[src/rtl/uart_burst_tx.sv]
// uart_burst_tx -- sends a burst of 8N1 UART characters, LSB first.
//   Mode 0 sends an incrementing character sequence FIRST_CHAR..LAST_CHAR
//   that wraps around and carries on from burst to burst. Mode 1 repeats
//   the character latched at start. An abort lets the current frame finish
//   and then ends the burst.
//   Optional macro CRLF_EN: a full burst is followed by CR, LF frames.
// Ports:
//   clk, rst        clock, asynchronous active-low reset
//   i_start         one-cycle burst request (ignored while busy)
//   i_mode, i_char  0 = sequence, 1 = repeat i_char (latched at start)
//   i_abort         level; ends the burst after the current frame
//   o_tx            UART line, idle high
//   o_busy          high while a burst is in progress
//   o_done          one-cycle pulse when the burst ends
//   o_char_cnt      characters completed in the current or last burst
module uart_burst_tx #(
  parameter int         CLKS_PER_BIT = 868,
  parameter int         BURST_LEN    = 16,
  parameter logic [7:0] FIRST_CHAR   = 8'h30,
  parameter logic [7:0] LAST_CHAR    = 8'h7A
) (
  input  logic       clk,
  input  logic       rst,
  input  logic       i_start,
  input  logic       i_mode,
  input  logic [7:0] i_char,
  input  logic       i_abort,
  output logic       o_tx,
  output logic       o_busy,
  output logic       o_done,
  output logic [7:0] o_char_cnt
);
  typedef enum logic [2:0] {IDLE, START_BIT, DATA, STOP, NEXT} state_t;

  localparam logic [15:0] BIT_LAST  = 16'(CLKS_PER_BIT - 1);
  localparam logic [7:0]  BURST_CNT = 8'(BURST_LEN);

  state_t      state, state_d;
  logic [15:0] clk_cnt, clk_cnt_d;
  logic [2:0]  bit_idx, bit_idx_d;
  logic [7:0]  seq_char, seq_char_d;
  logic [7:0]  char_lat, char_lat_d;
  logic [7:0]  char_cnt_d, cnt_inc, frame_char;
  logic        mode_lat, mode_lat_d;
  logic        abort_pend, abort_pend_d, abort_now;
  logic        tx_d, busy_d, done_d, bit_last;
  logic [1:0]  trl, trl_d;  // 0 = payload, 1 = CR frame, 2 = LF frame

  // Character carried by the current frame; stable for the whole frame
  // because its sources only change in NEXT or at acceptance.
  always_comb begin
    if (trl == 2'd1)      frame_char = 8'h0D;
    else if (trl == 2'd2) frame_char = 8'h0A;
    else if (mode_lat)    frame_char = char_lat;
    else                  frame_char = seq_char;
  end

  always_comb begin
    state_d      = state;
    clk_cnt_d    = clk_cnt;
    bit_idx_d    = bit_idx;
    seq_char_d   = seq_char;
    char_lat_d   = char_lat;
    mode_lat_d   = mode_lat;
    char_cnt_d   = o_char_cnt;
    abort_pend_d = abort_pend;
    trl_d        = trl;
    done_d       = 1'b0;
    bit_last     = (clk_cnt == BIT_LAST);
    abort_now    = abort_pend | i_abort;
    cnt_inc      = o_char_cnt + 8'd1;

    if (state != IDLE && i_abort) abort_pend_d = 1'b1;

    case (state)
      IDLE: begin
        // abort in the same cycle as start suppresses the burst
        if (i_start && !i_abort) begin
          state_d      = START_BIT;
          clk_cnt_d    = 16'd0;
          char_cnt_d   = 8'd0;
          mode_lat_d   = i_mode;
          char_lat_d   = i_char;
          abort_pend_d = 1'b0;
          trl_d        = 2'd0;
        end
      end
      START_BIT: begin
        clk_cnt_d = clk_cnt + 16'd1;
        if (bit_last) begin
          clk_cnt_d = 16'd0;
          bit_idx_d = 3'd0;
          state_d   = DATA;
        end
      end
      DATA: begin
        clk_cnt_d = clk_cnt + 16'd1;
        if (bit_last) begin
          clk_cnt_d = 16'd0;
          bit_idx_d = bit_idx + 3'd1;
          if (bit_idx == 3'd7) state_d = STOP;
        end
      end
      STOP: begin
        clk_cnt_d = clk_cnt + 16'd1;
        if (bit_last) begin
          clk_cnt_d = 16'd0;
          state_d   = NEXT;
        end
      end
      NEXT: begin
        state_d = START_BIT;
        if (trl == 2'd0) begin
          char_cnt_d = cnt_inc;
          // mode 1 leaves the sequence untouched so mode 0 resumes cleanly
          if (!mode_lat)
            seq_char_d = (seq_char == LAST_CHAR) ? FIRST_CHAR : seq_char + 8'd1;
        end
`ifdef CRLF_EN
        if (abort_now) begin
          state_d = IDLE;
          done_d  = 1'b1;
        end else if (trl == 2'd0) begin
          if (cnt_inc == BURST_CNT) trl_d = 2'd1;
        end else if (trl == 2'd1) begin
          trl_d = 2'd2;
        end else begin
          state_d = IDLE;
          done_d  = 1'b1;
        end
`else
        if (abort_now || cnt_inc == BURST_CNT) begin
          state_d = IDLE;
          done_d  = 1'b1;
        end
`endif
        if (state_d == IDLE) begin
          abort_pend_d = 1'b0;
          trl_d        = 2'd0;
        end
      end
      default: state_d = IDLE;
    endcase

    // line level registered from the next state so o_tx is glitch-free
    case (state_d)
      START_BIT: tx_d = 1'b0;
      DATA:      tx_d = frame_char[bit_idx_d];
      default:   tx_d = 1'b1;
    endcase
    busy_d = (state_d != IDLE);
  end

  always_ff @(posedge clk or negedge rst) begin
    if (!rst) begin
      state      <= IDLE;
      clk_cnt    <= 16'd0;
      bit_idx    <= 3'd0;
      seq_char   <= FIRST_CHAR;
      char_lat   <= 8'd0;
      mode_lat   <= 1'b0;
      o_char_cnt <= 8'd0;
      abort_pend <= 1'b0;
      trl        <= 2'd0;
      o_tx       <= 1'b1;
      o_busy     <= 1'b0;
      o_done     <= 1'b0;
    end else begin
      state      <= state_d;
      clk_cnt    <= clk_cnt_d;
      bit_idx    <= bit_idx_d;
      seq_char   <= seq_char_d;
      char_lat   <= char_lat_d;
      mode_lat   <= mode_lat_d;
      o_char_cnt <= char_cnt_d;
      abort_pend <= abort_pend_d;
      trl        <= trl_d;
      o_tx       <= tx_d;
      o_busy     <= busy_d;
      o_done     <= done_d;
    end
  end
endmodule

[config.mk]
export PLATFORM = sky130hd
export DESIGN_NAME = uart_burst_tx
export DESIGN_NICKNAME = d
export VERILOG_FILES = /design/src/rtl/uart_burst_tx.sv
export SDC_FILE = /design/constraint.sdc
export NUM_CORES = 1
export LEC_CHECK = 0
export BUFFER_PORTS_ARGS = -buffer_cell sky130_fd_sc_hd__buf_2
export CORE_MARGIN = 1
export CORE_UTILIZATION = 30
export CTS_BUF_LIST = sky130_fd_sc_hd__clkbuf_2 sky130_fd_sc_hd__clkbuf_4 sky130_fd_sc_hd__clkbuf_8
export DETAILED_ROUTE_END_ITERATION = 8
export GPL_TIMING_DRIVEN = 0
export SLEW_MARGIN = 20
export SYNTH_ARGS = -nofsm -noshare
export SYNTH_HDL_FRONTEND = slang
export SYNTH_SLANG_ARGS = --single-unit
export TNS_END_PERCENT = 10
[constraint.sdc]
create_clock -name clk -period 7.5 [get_ports clk]
set_input_delay 0.375 -clock clk [delete_from_list [all_inputs] [get_ports clk]]
set_output_delay 0.375 -clock clk [all_outputs]
set_load 0.02 [all_outputs]
# --- After elaboration in Yosys (flattened, before gate mapping) ---
# Index checks and enable logic that the tools add are counted.
word_totals:
  ff_bits: 53
  inputBits: 13
  output_inout_bits: 11
op_classes:
  n_addsub: 4
  order_cmp: 1
  eq_ne: 15
  n_mux: 33
  bitwise_logic: 2
  reduce_logical: 17
op_table:
  columns: ["cell", "count"]
  rows:
  - ["8-bit two-way mux", 6]
  - ["16-bit two-way mux", 2]
  - ["16-bit case mux with 2 select lines", 1]
  - ["3-bit two-way mux", 8]
  - ["16-bit by 1-bit adder with 16-bit output (second input constant)", 1]
  - ["8-bit by 1-bit adder with 8-bit output (second input constant)", 2]
  - ["16-bit by 10-bit equality test with 1-bit output (second input constant)", 1]
  - ["8-bit case mux with 2 select lines", 1]
  - ["3-bit case mux with 5 select lines", 1]
  - ["3-bit by 2-bit equality test with 1-bit output (second input constant)", 3]
  - ["3-bit AND reduction", 3]
  - ["8-bit by 5-bit equality test with 1-bit output (second input constant)", 1]
  - ["8-bit by 7-bit equality test with 1-bit output (second input constant)", 1]
  - ["1-bit two-way mux", 7]
  - ["3-bit by 1-bit equality test with 1-bit output (second input constant)", 2]
  - ["3-bit equality test (second input constant)", 2]
  - ["3-bit logical NOT", 2]
  - ["2-bit != test (second input constant)", 3]
  - ["3-bit case mux with 2 select lines", 1]
  - ["3-bit nonzero test", 2]
  - ["3-bit by 4-bit < comparator with 1-bit output (second input constant)", 1]
  - ["2-bit two-way mux", 2]
  - ["1-bit case mux with 2 select lines", 2]
  - ["2-bit case mux with 2 select lines", 1]
  - ["other kinds (13)", 16]

# --- Depth between registers and ports, before layout ---
# Gate-level depths: netlist (run 1).
depth:
  ltp_word: 8
  ltp_mapped: 13

# --- Worst setup path after synthesis (run 1) ---
# OpenSTA, ideal clock, no wires.
synth_path:
  path_type: "register -> register"
  from: "reg clk_cnt[0]"
  to: "reg o_tx"
  setup_ns: 0.087
  arrival_time_ns: 2.711
  required_ns: 7.413
  setup_slack_ns: 4.702
  stages_incl_launch_ff: 14
  path_buffers: 2
  path_cell_list: "dfrtp_1 ha_1 nor4b_2 and4_1 buf_6 inv_4 buf_6 ha_1 or3b_1 a21oi_1 nor2_1 mux4_2 a2111oi_1 o21ai_1"
synth_between:
  elab_chain_cells: 6
synth_rtl:
  columns: ["item", "line_no", "rtl"]
  rows:
  - ["from (decl)", "39", "logic [15:0] clk_cnt, clk_cnt_d;"]
  - ["from (signal assigned)", "170", "clk_cnt <= clk_cnt_d;"]
  - ["16-bit by 10-bit equality test with 1-bit output *", "69", "bit_last = (clk_cnt == BIT_LAST);"]
  - ["3-bit two-way mux, on equally long branches", "98, 90", null]
  - ["3-bit case mux with 2 select lines *", "75", "case (state)"]
  - ["named net bit_idx_d[0]", "40", "logic [2:0] bit_idx, bit_idx_d;"]
  - ["1-bit binary-select mux with 3-bit select *", "148", "DATA: tx_d = frame_char[bit_idx_d];"]
  - ["1-bit two-way mux (implied by the code) *", "148", null]
  - ["1-bit case mux with 2 select lines *", "146", "case (state_d)"]
  - ["named net tx_d", "46", "logic tx_d, busy_d, done_d, bit_last;"]
  - ["to (signal assigned)", "178", "o_tx <= tx_d;"]
  - ["to (decl)", "28", "output logic o_tx,"]
# The timed path passes the listed nets; every way through them passes the cells marked *. The select of a mux whose other input is x is not followed.
# A chain may end at the register's enable or synchronous reset.

# --- Final worst setup path (run 1) ---
# Ends and elaborated chain as after synthesis.

==> results by group, run 1 <==
Status
  • Outcome: completed

Synthesis
  • Synth top area share: 0.419
  • Synth Area in XOR/XNOR: 0.0520
  • Simple-gate share of the synthesized area: 0.224
  • Synthesis Warnings: 0
  • Mapped cell area: ~2900 um2
  • Cell accounting for the most synthesized area: dfrtp_1
  • Synth Area in Adders: 0.0306
  • Largest cells by area after synthesis: dfrtp_1 (42%), mux2_2 (5.1%), o21ai_0 (5.1%)
  • Asr flop ratio synth: 1.00
  • Post-synth cell types: 56
  • Sequential-to-total area share from yosys stat: 0.447
  • Register bit total from synthesis: 51
  • Mux contribution to synthesized area: 0.0590
  • EDFF count, synth: 0
  • Net Count, Synth: about 310
  • Main synth FF type: dfrtp_1
  • Synth Area in Compound Gates: 0.155
  • Largest family of logic cells by synthesized area: simple AND/OR/NAND/NOR gates
  • Avg Inst Size Synth: between 9 and 10 um2
  • Post-synthesis cell count: 294

CTS
  • CTS tree: yes
  • Post-CTS Setup Inserts: 0
  • Clk buf depth: 2
  • CTS sink cnt: 51
  • Skew-Pair Late Insertion Delay: a little over 0.3 ns
  • Number of hold buffers added after CTS: 0
  • Number of buffers created by CTS: 5
  • Post-cts repair resize count: 0
  • Clk pin slew, worst setup/hold paths: approximately 0.10 ns
  • CTS Root Cell: clkbuf_8
  • H-tree levels: 2

Routing
  • Via density: roughly 5.0
  • Initial DRC Count: roughly 110
  • 1st-pass router iterations: 4
  • Drt wl/cell: approximately 14 um
  • Max layer used: met4
  • Residual DRC count: 0
  • DRT met1 WL: around 3.1 mm
  • Post-route ant nets: 0
  • Routed via count: between 2,000 and 2,500
  • Final wirelength: 6.16 mm
  • Met3 wire len: around 180 um
  • Met2 WL: 2.83 mm

Global route
  • GRT Util Overall: 0.130
  • Pin count of the biggest net entering global routing: 52
  • First-pass GRT wire length: 10.5 mm
  • Vias in the first global route: roughly 2,200
  • Initial antenna violation count: 0
  • GRT overflow: 0

Cells and area
  • Post-layout nets: 344
  • Final instance area: roughly 3300 um2
  • Reg area: 1280 um2
  • Non-filler cells, final: approximately 450
  • Multi-input logic area: about 1500 um2
  • Layout cells sized above 1: 0.203
  • Inserted Diodes: 0
  • Filler instances: 951
  • Area Growth Syn to Fin: 14.5%

Placement
  • I/O Buffers: 23
  • RD Place Congestion: roughly 0.8
  • Area post-placement: between 3000 and 4000 um2
  • Detailed placement HPWL: ~4.5 mm
  • Placed cells: ~450

Die
  • Starting density of the core: 0.310
  • Std-Cell Rows: 35
  • # IOs: 24
  • Core Area: 9240 um2
  • Die width: 99.7 um
  • Die Ht: between 90 and 100 um
  • Die footprint: 9940 um2

STA
  • Final Setup Violations: 0
  • Fin. max-slew vios: 0
  • Worst slew margin: 0.550
  • Clk_skew: 0.0146 ns
  • RSZ-0062 raised after global routing: false
  • Slew of the pin with the lowest slew margin: between 0.6 and 0.7 ns
  • Final critical-path share of the clock period: 0.444
  • Max Fclk: about 0.3 GHz
  • Final hold slack: 0.0885 ns
  • Hold Fails Final Rpt: 0
  • Post-route setup TNS: 0 ns
  • Final critical-path required period: 3.33 ns

Power
  • Worst vdd ir: ~0.00013 V
  • Total design power: roughly 0.78 mW
  • Pwr Density: between 200 and 250 nW/um2
  • Leak Pwr: approximately 1.4 nW

Critical path
  • Worst EP arrival: 3.55 ns
  • Worst Setup End Kind: flip-flop
  • Startpoint Class: flip-flop
  • Critical path launch point: clk_cnt[0]
  • Worst Path Class, Setup: reg2reg
  • CP max FO: 10
  • Worst r2r src: clk_cnt[0]
  • CP Data Required Time: between 7 and 8 ns

Run
  • Max-cap viol count: 0

Min path
  • Worst Hold Class: in2async
[critical path, cell delays in order (launching register included)]
cell       delay [ns]
dfrtp_1          0.39
ha_1             0.22
nor4b_2          0.19
and4_1           0.23
buf_6            0.15
inv_4            0.04
buf_6            0.13
ha_1             0.17
or3b_1           0.38
a21oi_1          0.32
nor2_1           0.14
mux4_2           0.31
a2111oi_1        0.45
o21ai_1          0.14
[flip-flops by register name (all words and copies together), names as in the netlist]
| register | count |
|---|---|
| o_tx | 1 |
| abort_pend | 1 |
| o_busy | 1 |
| clk_cnt | 16 |
| o_char_cnt | 8 |
| mode_lat | 1 |
| seq_char | 8 |
| o_done | 1 |
| state | 3 |
| bit_idx | 3 |
| char_lat | 8 |
[area by class of cell]
type | instances | share of cell area
Buffer | 12 | 0.0244
Tap cell | 129 | 0.0492
Clock inverter | 2 | 0.0183
Multi-Input combinational cell | 228 | 0.454
Inverter | 3 | 0.00420
Clock buffer | 6 | 0.0233
Sequential cell | 51 | 0.390
Timing Repair Buffer | 23 | 0.0359
[synthesized netlist by cell type, drive strengths merged (2+ instances only)]
master,n
a2bb2oi,3
xnor2,4
nor4,2
nand4,10
nor2b,5
buf,7
dfrtp,48
and2,2
a21oi,6
or4b,2
nand3,8
a22oi,3
dfstp,3
a31oi,3
and3,10
xor2,13
o21ai,31
a22o,3
a211oi,5
clkbuf,5
and4,4
ha,7
a2111oi,2
nor2,25
or2b,2
mux2,13
nor3,3
nand2b,6
a21o,3
or2,2
nand2,35
inv,3
[cells by family (layout without fill, tap and decap cells)]
family,Yosys count,in the layout
multiplexers,14,14
buffers and inverters,15,46
adder cells (fa/ha/maj),7,7
flip-flops,51,51
AO/OA/AOI/OAI,68,68
XOR/XNOR,17,17
AND/OR/NAND/NOR,122,122
[where the power goes]
group / internal [mW] / switching (mW) / leakage [nW] / total (mW)
sequential: 0.326 / 0.0470 / 0.656 / 0.373
clock: 0.137 / 0.0907 / 0.0688 / 0.228
combinational: 0.0891 / 0.0906 / 0.684 / 0.180
total: 0.552 / 0.228 / 1.41 / 0.781
[layer usage]
metal  track usage  vias up
met3        0.0246        4
met5             0        -
met4        0.0339        0
met2         0.203       37
li1              -     1120
met1         0.185     1117
[worst paths after layout]
kind	end	slack, ns	cells after the start
max	o_tx	4.17	13
min	clk_cnt[10]	0.09	1
max reg2reg	o_tx	4.17	13
min reg2reg	seq_char[7]	0.51	1
max in group asynchronous	bit_idx[1]	6.96	1
min in group clk	char_lat[3]	0.30	2
[cells in the final DEF (no fill, tap or decap), types with 5 or more instances in the layout]
cell type  synthesis  layout
dfrtp_1           48      48
nand2_1           35      35
o21ai_0           29      29
nor2_1            25      25
buf_2              1      23
mux2_2            13      13
xor2_1            13      13
nand4_1           10      10
and3_1             9       9
nand3_1            8       8
ha_1               7       7
nand2b_1           6       6
a21oi_1            6       6
nor2b_1            5       5
a211oi_1           5       5
clkbuf_1           5       5
clkbuf_8           0       5
[through the flow]
| stage | utilization | worst slack, ns |
|---|---|---|
| global route | 0.355 | 4.00 |
| CTS | 0.355 | 4.16 |
| global placement | 0.340 | 4.23 |
| detailed placement | 0.340 | 4.19 |
| floorplan | - | 4.70 |
| finish | 0.355 | 4.17 |
(Power assumes the default switching activity.)
==> run 2: changes to the inputs <==
Clock period 7.5 ns to 3.2 ns, I/O delays scaled along.
==> run 2 against run 1 <==
Effect of this change: power rose by 140%; register-to-register slack got worse by 4.0 ns; maximum frequency increased by 8.2%; clock skew is 0.00055 ns lower; sequential power rose by 140%; final cell count up 0.88%; combinational power rose to 2.7 times the previous value; sequential share of layout area shrank 0.87 points; critical path type unchanged; critical endpoint unchanged; largest power group unchanged; highest routed layer unchanged.
==> results by group, run 2 (synthesis gave the netlist of run 1 again) <==
Min path
  • Hold path depth: 2
  • Worst Hold Class: in2reg
  • Worst min-delay path startpoint: i_char[3]
  • Hold EP: char_lat[3]

Status
  • Outcome: completed

Critical path
  • Crit path buf inv count: 3
  • Reg-to-reg setup timing slack: between 0.1 and 0.15 ns
  • Critical path launch point: clk_cnt[1]
  • Worst r2r src: clk_cnt[1]
  • Worst path max stage delay: 0.40 ns
  • Worst flop-to-flop path endpoint: o_tx
  • Worst EP arrival: about 3.3 ns
  • CP max FO: 10
  • Slowest CP cell: or3b_4
  • Worst Path Class, Setup: reg2reg
  • CP Cell Sequence: ha_2 > nor4b_4 > and4_1 > buf_6 > inv_4 > buf_6 > ha_1 > or3b_4 > a21oi_4 > nor2_1 > mux4_2 > a2111oi_4 > o21ai_1
  • Startpoint Class: flip-flop
  • Worst r2r path cells: 13
  • Worst Setup End Kind: flip-flop
  • CP dominant cell by count: buf_6
  • CP top delay family: simple AND/OR/NAND/NOR gates
  • CP Data Required Time: 3.43 ns

Placement
  • Detailed placement HPWL: 4.50 mm
  • RD Place Congestion: ~0.8
  • Placed cells: 446
  • Place WS: -0.115 ns
  • I/O Buffers: 23

Run
  • Max-cap viol count: 0

Die
  • # IOs: 24
  • Die footprint: 9940 um2
  • Starting density of the core: 0.310
  • Die width: 99.7 um
  • Die Ht: approximately 100 um
  • Core Area: ~9200 um2
  • Std-Cell Rows: 35

STA
  • Fin. max-slew vios: 0
  • Post-route setup TNS: 0 ns
  • Hold Fails Final Rpt: 0
  • Final WS setup: approximately 0.12 ns
  • Slew of the pin with the lowest slew margin: between 0.6 and 0.7 ns
  • Final critical-path required period: between 3 and 4 ns
  • Final Setup Violations: 0
  • Worst slew margin: 0.556
  • Max Fclk: between 0.3 and 0.4 GHz
  • Final critical-path share of the clock period: 0.962
  • Clk_skew: 0.0140 ns

Cells and area
  • Commonest non-fill, non-tap cell in the layout: dfrtp_1
  • Area Growth Syn to Fin: 17.1%
  • Max reg flops: 16
  • Non-filler cells, final: ~460
  • Commonest cells after routing, fill and taps aside: dfrtp_1 (48), nand2_1 (35), o21ai_0 (29)
  • Inserted Diodes: 0
  • Biggest register: clk_cnt
  • Post-layout nets: roughly 350
  • Layout cells sized above 1: 0.222

Power
  • Power Internal: approximately 1.3 mW
  • Sequential power share: 0.464
  • Sw Share: 0.292
  • Worst vdd ir: about 0.00030 V
  • Clock share of power: 0.283
  • Pwr Density: between 500 and 600 nW/um2
  • Leak Pwr: between 1 and 1.5 nW
  • Sw power: 0.551 mW
  • Logic pwr share: 0.253

Global route
  • GRT Util Overall: 0.131
  • Initial antenna violation count: 0
  • GRT overflow: 0
  • First-pass GRT wire length: 10.6 mm
  • Pin count of the biggest net entering global routing: 52
  • Vias in the first global route: between 2,000 and 2,500

CTS
  • CTS tree: yes
  • Clk buf depth: 2
  • Clk pin slew, worst setup/hold paths: 0.10 ns
  • H-tree levels: 2
  • CTS Root Cell: clkbuf_8
  • CTS sink cnt: 51
  • Skew-Pair Late Insertion Delay: approximately 0.31 ns
  • Number of buffers created by CTS: 5

Routing
  • Final wirelength: 6.27 mm
  • Routed via count: approximately 2,300
  • Drt wl/cell: approximately 14 um
  • Initial DRC Count: slightly above 90
  • Post-route ant nets: 0
  • 1st-pass router iterations: 4
  • Residual DRC count: 0
  • Via density: 5.00
==> run 2: worst max path at each step <==
stage | cells past startpoint | to | slack (ns)
after global routing | 13 | o_tx | -0.01
after CTS | 13 | o_tx | 0.05
after detailed placement | 13 | o_tx | -0.11
after floorplan | 13 | o_tx | 0.40
final | 13 | o_tx | 0.12
after global placement | 13 | o_tx | -0.07
==> run 2: cell type report <==
class	count	area, um2
clock buffers	6	76.3
flip-flops and latches	51	1280
inverters	3	13.8
multi-input cells	228	1530
repair buffers	27	150
well taps	129	161
fillers	944	5890
clock inverters	2	60.1
plain buffers	12	80.1
==> run 2: what timing repair did <==
action	CTS	global route
hold buffers	1	0
endpoints found under the hold margin	48	0
gates cloned	0	0
gates resized for setup	2	5
buffers inserted	0	3
endpoints found under the setup margin	1	1
pin swaps	0	2
==> run 2: layer usage <==
layer,track usage,part of all wire
met5,0,0
met4,0.0351,0.011
met3,0.0260,0.029
met2,0.205,0.46
met1,0.185,0.50
==> run 2: power groups by stage <==
stage | clock, mW | combinational, mW | sequential, mW
2_1_floorplan | 0 | 0.307 | 0.872
3_3_place_gp | 0 | 0.412 | 0.882
3_5_place_dp | 0 | 0.425 | 0.889
4_1_cts | 0.549 | 0.436 | 0.876
5_1_grt | 0.572 | 0.527 | 0.896
6_report | 0.534 | 0.478 | 0.877
==> run 2: stage by stage <==
stage               hold slack, ns   util  cell area [um2]  total power [mW]
CTS                         0.0815  0.357             3300              1.86
global placement             0.393  0.340             3140              1.29
finish                      0.0874  0.363             3350              1.89
global route                0.0804  0.363             3350              2.00
floorplan                   -0.136      -             2860              1.18
detailed placement           0.245  0.340             3140              1.31
